===== src/rtl/sram_bus_arbiter_pkg.sv =====
// Shared state encodings and constants for the SRAM bus arbiter and its watchdog.
package sram_bus_arbiter_pkg;

  typedef enum logic [2:0] {
    ARB_IDLE   = 3'd0,
    ARB_D_BUSY = 3'd1,
    ARB_I_BUSY = 3'd2,
    ARB_D_DONE = 3'd3,
    ARB_I_DONE = 3'd4,
    ARB_DRAIN  = 3'd5
  } arb_state_t;

  localparam int ArbTimeoutDefault = 255;

  // Counter is never narrower than 8 bits, but widens for large limits.
  function automatic int arb_cnt_width(input int limit);
    return (limit > 255) ? $clog2(limit + 1) : 8;
  endfunction

  function automatic logic arb_is_waiting(input arb_state_t s);
    return (s == ARB_D_BUSY) || (s == ARB_I_BUSY) || (s == ARB_DRAIN);
  endfunction

endpackage


===== src/rtl/bus_watchdog.sv =====
// Bus cycle watchdog: counts waiting cycles while started, flags the LIMIT-th one.
module bus_watchdog
  import sram_bus_arbiter_pkg::*;
#(
  parameter int LIMIT = ArbTimeoutDefault,
  parameter int CW    = arb_cnt_width(LIMIT)
) (
  input  logic clk,
  input  logic rst,
  input  logic start,
  input  logic clear,
  output logic expired
);

  localparam logic [CW-1:0] LAST = CW'(LIMIT - 1);

  logic [CW-1:0] count;

  always_ff @(posedge clk) begin
    if (!rst) begin
      count <= '0;
    end else if (clear) begin
      count <= '0;
    end else if (start && (count != LAST)) begin
      count <= count + CW'(1);
    end
  end

  // Expiry marks the current waiting cycle as the last one allowed.
  assign expired = start && (count == LAST);

endmodule


===== src/rtl/sram_bus_arbiter.sv =====
// Arbitrates the single external SRAM bus between instruction fetch and the MEM stage.
module sram_bus_arbiter
  import sram_bus_arbiter_pkg::*;
#(
  parameter int TIMEOUT = ArbTimeoutDefault
) (
  input  logic        clk,
  input  logic        rst,
  input  logic        if_ce_i,
  input  logic [31:0] if_addr_i,
  output logic [31:0] if_data_o,
  output logic        if_stallreq_o,
  input  logic        mem_ce_i,
  input  logic        mem_we_i,
  input  logic [31:0] mem_addr_i,
  input  logic [3:0]  mem_sel_i,
  input  logic [31:0] mem_data_i,
  output logic [31:0] mem_data_o,
  output logic        mem_stallreq_o,
  input  logic        hold_i,
  input  logic        flush_i,
  output logic        bus_req_o,
  output logic        bus_we_o,
  output logic [31:0] bus_addr_o,
  output logic [3:0]  bus_sel_o,
  output logic [31:0] bus_wdata_o,
  input  logic [31:0] bus_rdata_i,
  input  logic        bus_ack_i,
  output logic        bus_err_o
);

  arb_state_t state;
  logic       wd_start;
  logic       wd_clear;
  logic       wd_expired;
  logic       busy;

  assign busy     = (state == ARB_D_BUSY) || (state == ARB_I_BUSY);
  assign wd_start = arb_is_waiting(state);
  // Restart the count on any entry into a waiting state, including BUSY -> DRAIN.
  assign wd_clear = !wd_start || (busy && flush_i && !bus_ack_i);

  bus_watchdog #(
    .LIMIT (TIMEOUT)
  ) u_watchdog (
    .clk     (clk),
    .rst     (rst),
    .start   (wd_start),
    .clear   (wd_clear),
    .expired (wd_expired)
  );

  assign mem_stallreq_o = mem_ce_i && (state != ARB_D_DONE) && !flush_i;
  assign if_stallreq_o  = if_ce_i  && (state != ARB_I_DONE) && !flush_i;

  always_ff @(posedge clk) begin
    if (!rst) begin
      state       <= ARB_IDLE;
      bus_req_o   <= 1'b0;
      bus_we_o    <= 1'b0;
      bus_addr_o  <= '0;
      bus_sel_o   <= '0;
      bus_wdata_o <= '0;
      bus_err_o   <= 1'b0;
      if_data_o   <= '0;
      mem_data_o  <= '0;
    end else begin
      bus_err_o <= 1'b0;
      case (state)
        ARB_IDLE: begin
          if (!flush_i) begin
            if (mem_ce_i) begin
              bus_req_o   <= 1'b1;
              bus_we_o    <= mem_we_i;
              bus_addr_o  <= mem_addr_i;
              bus_sel_o   <= mem_sel_i;
              bus_wdata_o <= mem_data_i;
              state       <= ARB_D_BUSY;
            end else if (if_ce_i) begin
              bus_req_o   <= 1'b1;
              bus_we_o    <= 1'b0;
              bus_addr_o  <= if_addr_i;
              bus_sel_o   <= 4'b1111;
              bus_wdata_o <= '0;
              state       <= ARB_I_BUSY;
            end
          end
        end

        ARB_D_BUSY, ARB_I_BUSY: begin
          if (bus_ack_i) begin
            bus_req_o <= 1'b0;
            if (flush_i) begin
              state <= ARB_IDLE;
            end else if (state == ARB_D_BUSY) begin
              if (!bus_we_o) mem_data_o <= bus_rdata_i;
              state <= ARB_D_DONE;
            end else begin
              if_data_o <= bus_rdata_i;
              state     <= ARB_I_DONE;
            end
          end else if (wd_expired) begin
            // A dead bus still completes the request so the pipeline can move on.
            bus_req_o <= 1'b0;
            bus_err_o <= 1'b1;
            if (flush_i) begin
              state <= ARB_IDLE;
            end else if (state == ARB_D_BUSY) begin
              if (!bus_we_o) mem_data_o <= '0;
              state <= ARB_D_DONE;
            end else begin
              if_data_o <= '0;
              state     <= ARB_I_DONE;
            end
          end else if (flush_i) begin
            state <= ARB_DRAIN;
          end
        end

        ARB_D_DONE, ARB_I_DONE: begin
          if (flush_i || !hold_i) state <= ARB_IDLE;
        end

        ARB_DRAIN: begin
          if (bus_ack_i) begin
            bus_req_o <= 1'b0;
            state     <= ARB_IDLE;
          end else if (wd_expired) begin
            bus_req_o <= 1'b0;
            bus_err_o <= 1'b1;
            state     <= ARB_IDLE;
          end
        end

        default: state <= ARB_IDLE;
      endcase
    end
  end

endmodule


===== config.mk =====
export PLATFORM = sky130hd
export DESIGN_NAME = sram_bus_arbiter
export DESIGN_NICKNAME = d
export VERILOG_FILES = /design/src/rtl/sram_bus_arbiter_pkg.sv /design/src/rtl/bus_watchdog.sv /design/src/rtl/sram_bus_arbiter.sv
export SDC_FILE = /design/constraint.sdc
export NUM_CORES = 1
export LEC_CHECK = 0
export ABC_AREA = 0
export BUFFER_PORTS_ARGS = -buffer_cell sky130_fd_sc_hd__buf_2
export CAP_MARGIN = 20
export CELL_PAD_IN_SITES_DETAIL_PLACEMENT = 1
export CELL_PAD_IN_SITES_GLOBAL_PLACEMENT = 2
export CORE_MARGIN = 5
export CORE_UTILIZATION = 27
export DETAILED_ROUTE_END_ITERATION = 10
export GPL_TIMING_DRIVEN = 0
export PLACE_DENSITY = 0.9
export SYNTH_ARGS = -nofsm -noshare
export SYNTH_HDL_FRONTEND = slang
export SYNTH_SLANG_ARGS = --single-unit

===== constraint.sdc =====
create_clock -name clk -period 2.4 [get_ports clk]
set_input_delay 0 -clock clk [delete_from_list [all_inputs] [get_ports clk]]
set_output_delay 0 -clock clk [all_outputs]
set_load 0.03 [all_outputs]

==> flow_metrics.tcl <==
set metrics [dict create \
    grt_max_degree 17 \
    end_kind "flip-flop" \
    cp_cell_sequence "buf_4 -> or3b_1 -> a211oi_2 -> o21a_2 -> buf_6 -> o22ai_1" \
    yosys.area.top_type "dfxtp_1" \
    ir_drop_v 0.000359 \
    clk_pin_slew_ns 0.06 \
    dp_hpwl_um 16900 \
    p_per_area_nw_per_um2 747 \
    fin_nets 1183 \
    r2r_start "state[1]" \
    ys_ff_latch 146 \
    vias_per_cell 4.82 \
    hold_viol 0 \
    num_vias 6421 \
    min_period_over_period_pct 83.2 \
    switchingPower_mw 2.19 \
    die_height_um 159 \
    maxCapViolCount 0 \
    antenna_found_initial 0 \
    crit_type "flip-flop to flip-flop" \
    switching_share_pct 30.4 \
    hp-class "input pin to flip-flop" \
    max_freq_mhz 501 \
    clkPwrFrac_pct 40.8 \
    cts_root_buf "clkbuf_16" \
    pwr-share-seq_pct 37.3 \
    h-tree-depth 4 \
    internal-power_mw 5.01 \
    cts_max_path_buffers 2 \
    setup_tns_ns 0 \
    numCtsBuffers 17 \
    post_cts_buffers 0 \
    synth.top_cell.area_share_pct 48.9 \
    crit_slowest_cell "or3b_1" \
    max_slew.worst_pin.slew_ns 0.875 \
    io_buffers 273 \
    cp_max_fo 10 \
    clock_sinks 146 \
    num_rows 54 \
    synth_most_common_cell "dfxtp_1" \
    area_growth_syn_to_layout_pct 61.4 \
    place_congestion 0.811 \
    wl_um 25400 \
    initial_utilization_pct 27.4 \
    cts_resized 0 \
    yosys_warnings 0 \
    synthTopCellsByCount "146 x dfxtp_1, 135 x nand2_1, 66 x mux2i_1" \
    grt-ovfl-total 0 \
    crit_path_start_kind "flip-flop" \
    p_leak_nw 4.58 \
    ys_async_sr_fraction_pct 0 \
    placed_cell_area_sq_um 7690 \
    grt_pass1_vias 7163 \
    grt_pass1_wl_um 39900 \
    min_from "if_addr_i[4]" \
    crit_start "state[1]" \
    finalInstanceArea_sq_um 9640 \
    cp.required_ns 2.67 \
    clk-insertion-delay-late_ns 0.42 \
    firstDrtPassIters 4 \
    synthTopCellsByArea "dfxtp_1 49%, mux2i_1 11%, nand2_1 8.5%" \
    status "complete, no violations" \
    ant_nets 0 \
    synth-edff-count 0 \
    maxSlewHeadroom_pct 41.6 \
    track_usage_pct 19.6 \
    avgRoutedWirePerCell_um 19.1 \
    tritoncts "yes" \
    maxSlewViolCount 0 \
    synth.avg_cell_area_sq_um 9.66 \
    die-area_sq_um 25200 \
    syn_inst 618 \
    netlist-cell-type-count 49 \
    drc_errors 0 \
    pin_count 277 \
    p_comb_share_pct 21.9 \
    syn_area_sq_um 5970 \
    fillCellCount 2538 \
    drive_gt1_share_pct 32.2 \
    drt_iter0_drc 275 \
    critical_path_arrival_ns 2.27 \
    final.setup_skew_ns 0.0136 \
    core_area_sq_um 21800 \
    crit_path_max_incr_delay_ns 0.41 \
    final-setup-viol-count 0 \
    min_period_ns 2.00 \
    die_w_um 159 \
    syn-num-nets 760 \
    antenna_cells 0 \
    seq_area_frac_synth_pct 48.9 \
    synth_ff_type "dfxtp_1" \
    grt_setup_unrepaired "false" \
]
final cells by class:
| class | instances | area (sq um) | share of cell area (%) |
|---|---|---|---|
| plain buffers | 54 | 272 | 2.82 |
| clock buffers | 18 | 439 | 4.56 |
| clock inverters | 13 | 198 | 2.05 |
| inverters | 3 | 11.3 | 0.117 |
| multi-input cells | 415 | 2770 | 28.7 |
| flip-flops and latches | 146 | 2920 | 30.3 |
| well taps | 280 | 350 | 3.64 |
| repair buffers | 404 | 2680 | 27.8 |
cell families (layout without fill, tap and decap cells):
| family | after synthesis | count (layout) | share of synthesized area [%] |
|---|---|---|---|
| adders and majority gates | 2 | 2 | 0.419 |
| AOI/OAI and AO/OA | 135 | 135 | 17.8 |
| and+or+nand+nor | 210 | 210 | 16.7 |
| xor gates and xnor gates | 2 | 2 | 0.293 |
| DFF | 146 | 146 | 48.9 |
| muxes | 66 | 66 | 11.1 |
| buffers and inverters | 57 | 492 | 4.73 |
flip-flops by register name, indices dropped and copies added (netlist names):
signal / cells
state: 3
bus_req_o: 1
u_watchdog.count: 8
bus_wdata_o: 32
bus_sel_o: 4
bus_we_o: 1
mem_data_o: 32
if_data_o: 32
bus_err_o: 1
bus_addr_o: 32
stage by stage:
stage	std cells	total power [mW]	worst slack [ns]	hold WS (ns)	util (%)
final	1333	7.20	0.403	0.0406	44.2
after floorplan	618	3.61	0.713	0.166	-
after CTS	1333	7.25	0.346	0.000964	44.2
after global routing	1333	7.52	0.221	0.0467	44.2
after global placement	1171	4.08	0.396	0.260	35.2
after detailed placement	1171	4.11	0.344	0.270	35.2
path summary, 6_finish.rpt:
check	depth (start not counted)	end	slack (ns)
setup / recovery	6	if_data_o[9]	0.40
hold / removal	4	bus_addr_o[4]	0.04
setup reg to reg	6	if_data_o[9]	0.40
hold reg to reg	2	mem_data_o[26]	0.46
power by group through the flow:
stage | combinational (mW) | sequential [mW] | clock (mW)
CTS | 1.56 | 2.68 | 3.01
detailed placement | 1.38 | 2.73 | 0
global placement | 1.35 | 2.72 | 0
floorplan | 0.572 | 3.03 | 0
global route | 1.70 | 2.70 | 3.12
finish | 1.58 | 2.68 | 2.94
worst max-delay path, delay by kind of cell (launching register included):
kind | cells | cell delay (ns)
AO/OA/AOI/OAI | 3 | 0.76
buffers and inverters | 2 | 0.34
flip-flops | 1 | 0.34
AND/OR/NAND/NOR | 1 | 0.41
timing repair:
action,4_1_cts,5_1_grt
hold buffers,131,0
hold endpoints to repair,132,0
setup endpoints to repair,0,0
cells in the final DEF, fill, tap and decap left out, types with 3 or more instances in the layout:
cell / n
o22ai_1: 34
o221a_2: 4
clkbuf_1: 31
o21ai_0: 5
mux2i_1: 66
bufinv_16: 4
or3_1: 6
a22oi_1: 33
o211a_1: 33
clkbuf_16: 17
nor2_1: 8
a21oi_1: 12
nand3_1: 3
nand2_1: 135
buf_6: 6
buf_2: 286
nor2b_1: 34
dfxtp_1: 146
inv_1: 3
dlygate4sd3_1: 131
nand2b_1: 5
inv_6: 5
routing by layer:
| layer | global-route usage, % | up-vias | wire length, um |
|---|---|---|---|
| met4 | 6.84 | 0 | 621 |
| met1 | 22.0 | 3077 | 10100 |
| met2 | 34.9 | 261 | 12900 |
| li1 | - | 3043 | - |
| met5 | 0 | - | 0 |
| met3 | 6.30 | 40 | 1810 |
No activity file was read; power rests on OpenSTA's default activity.
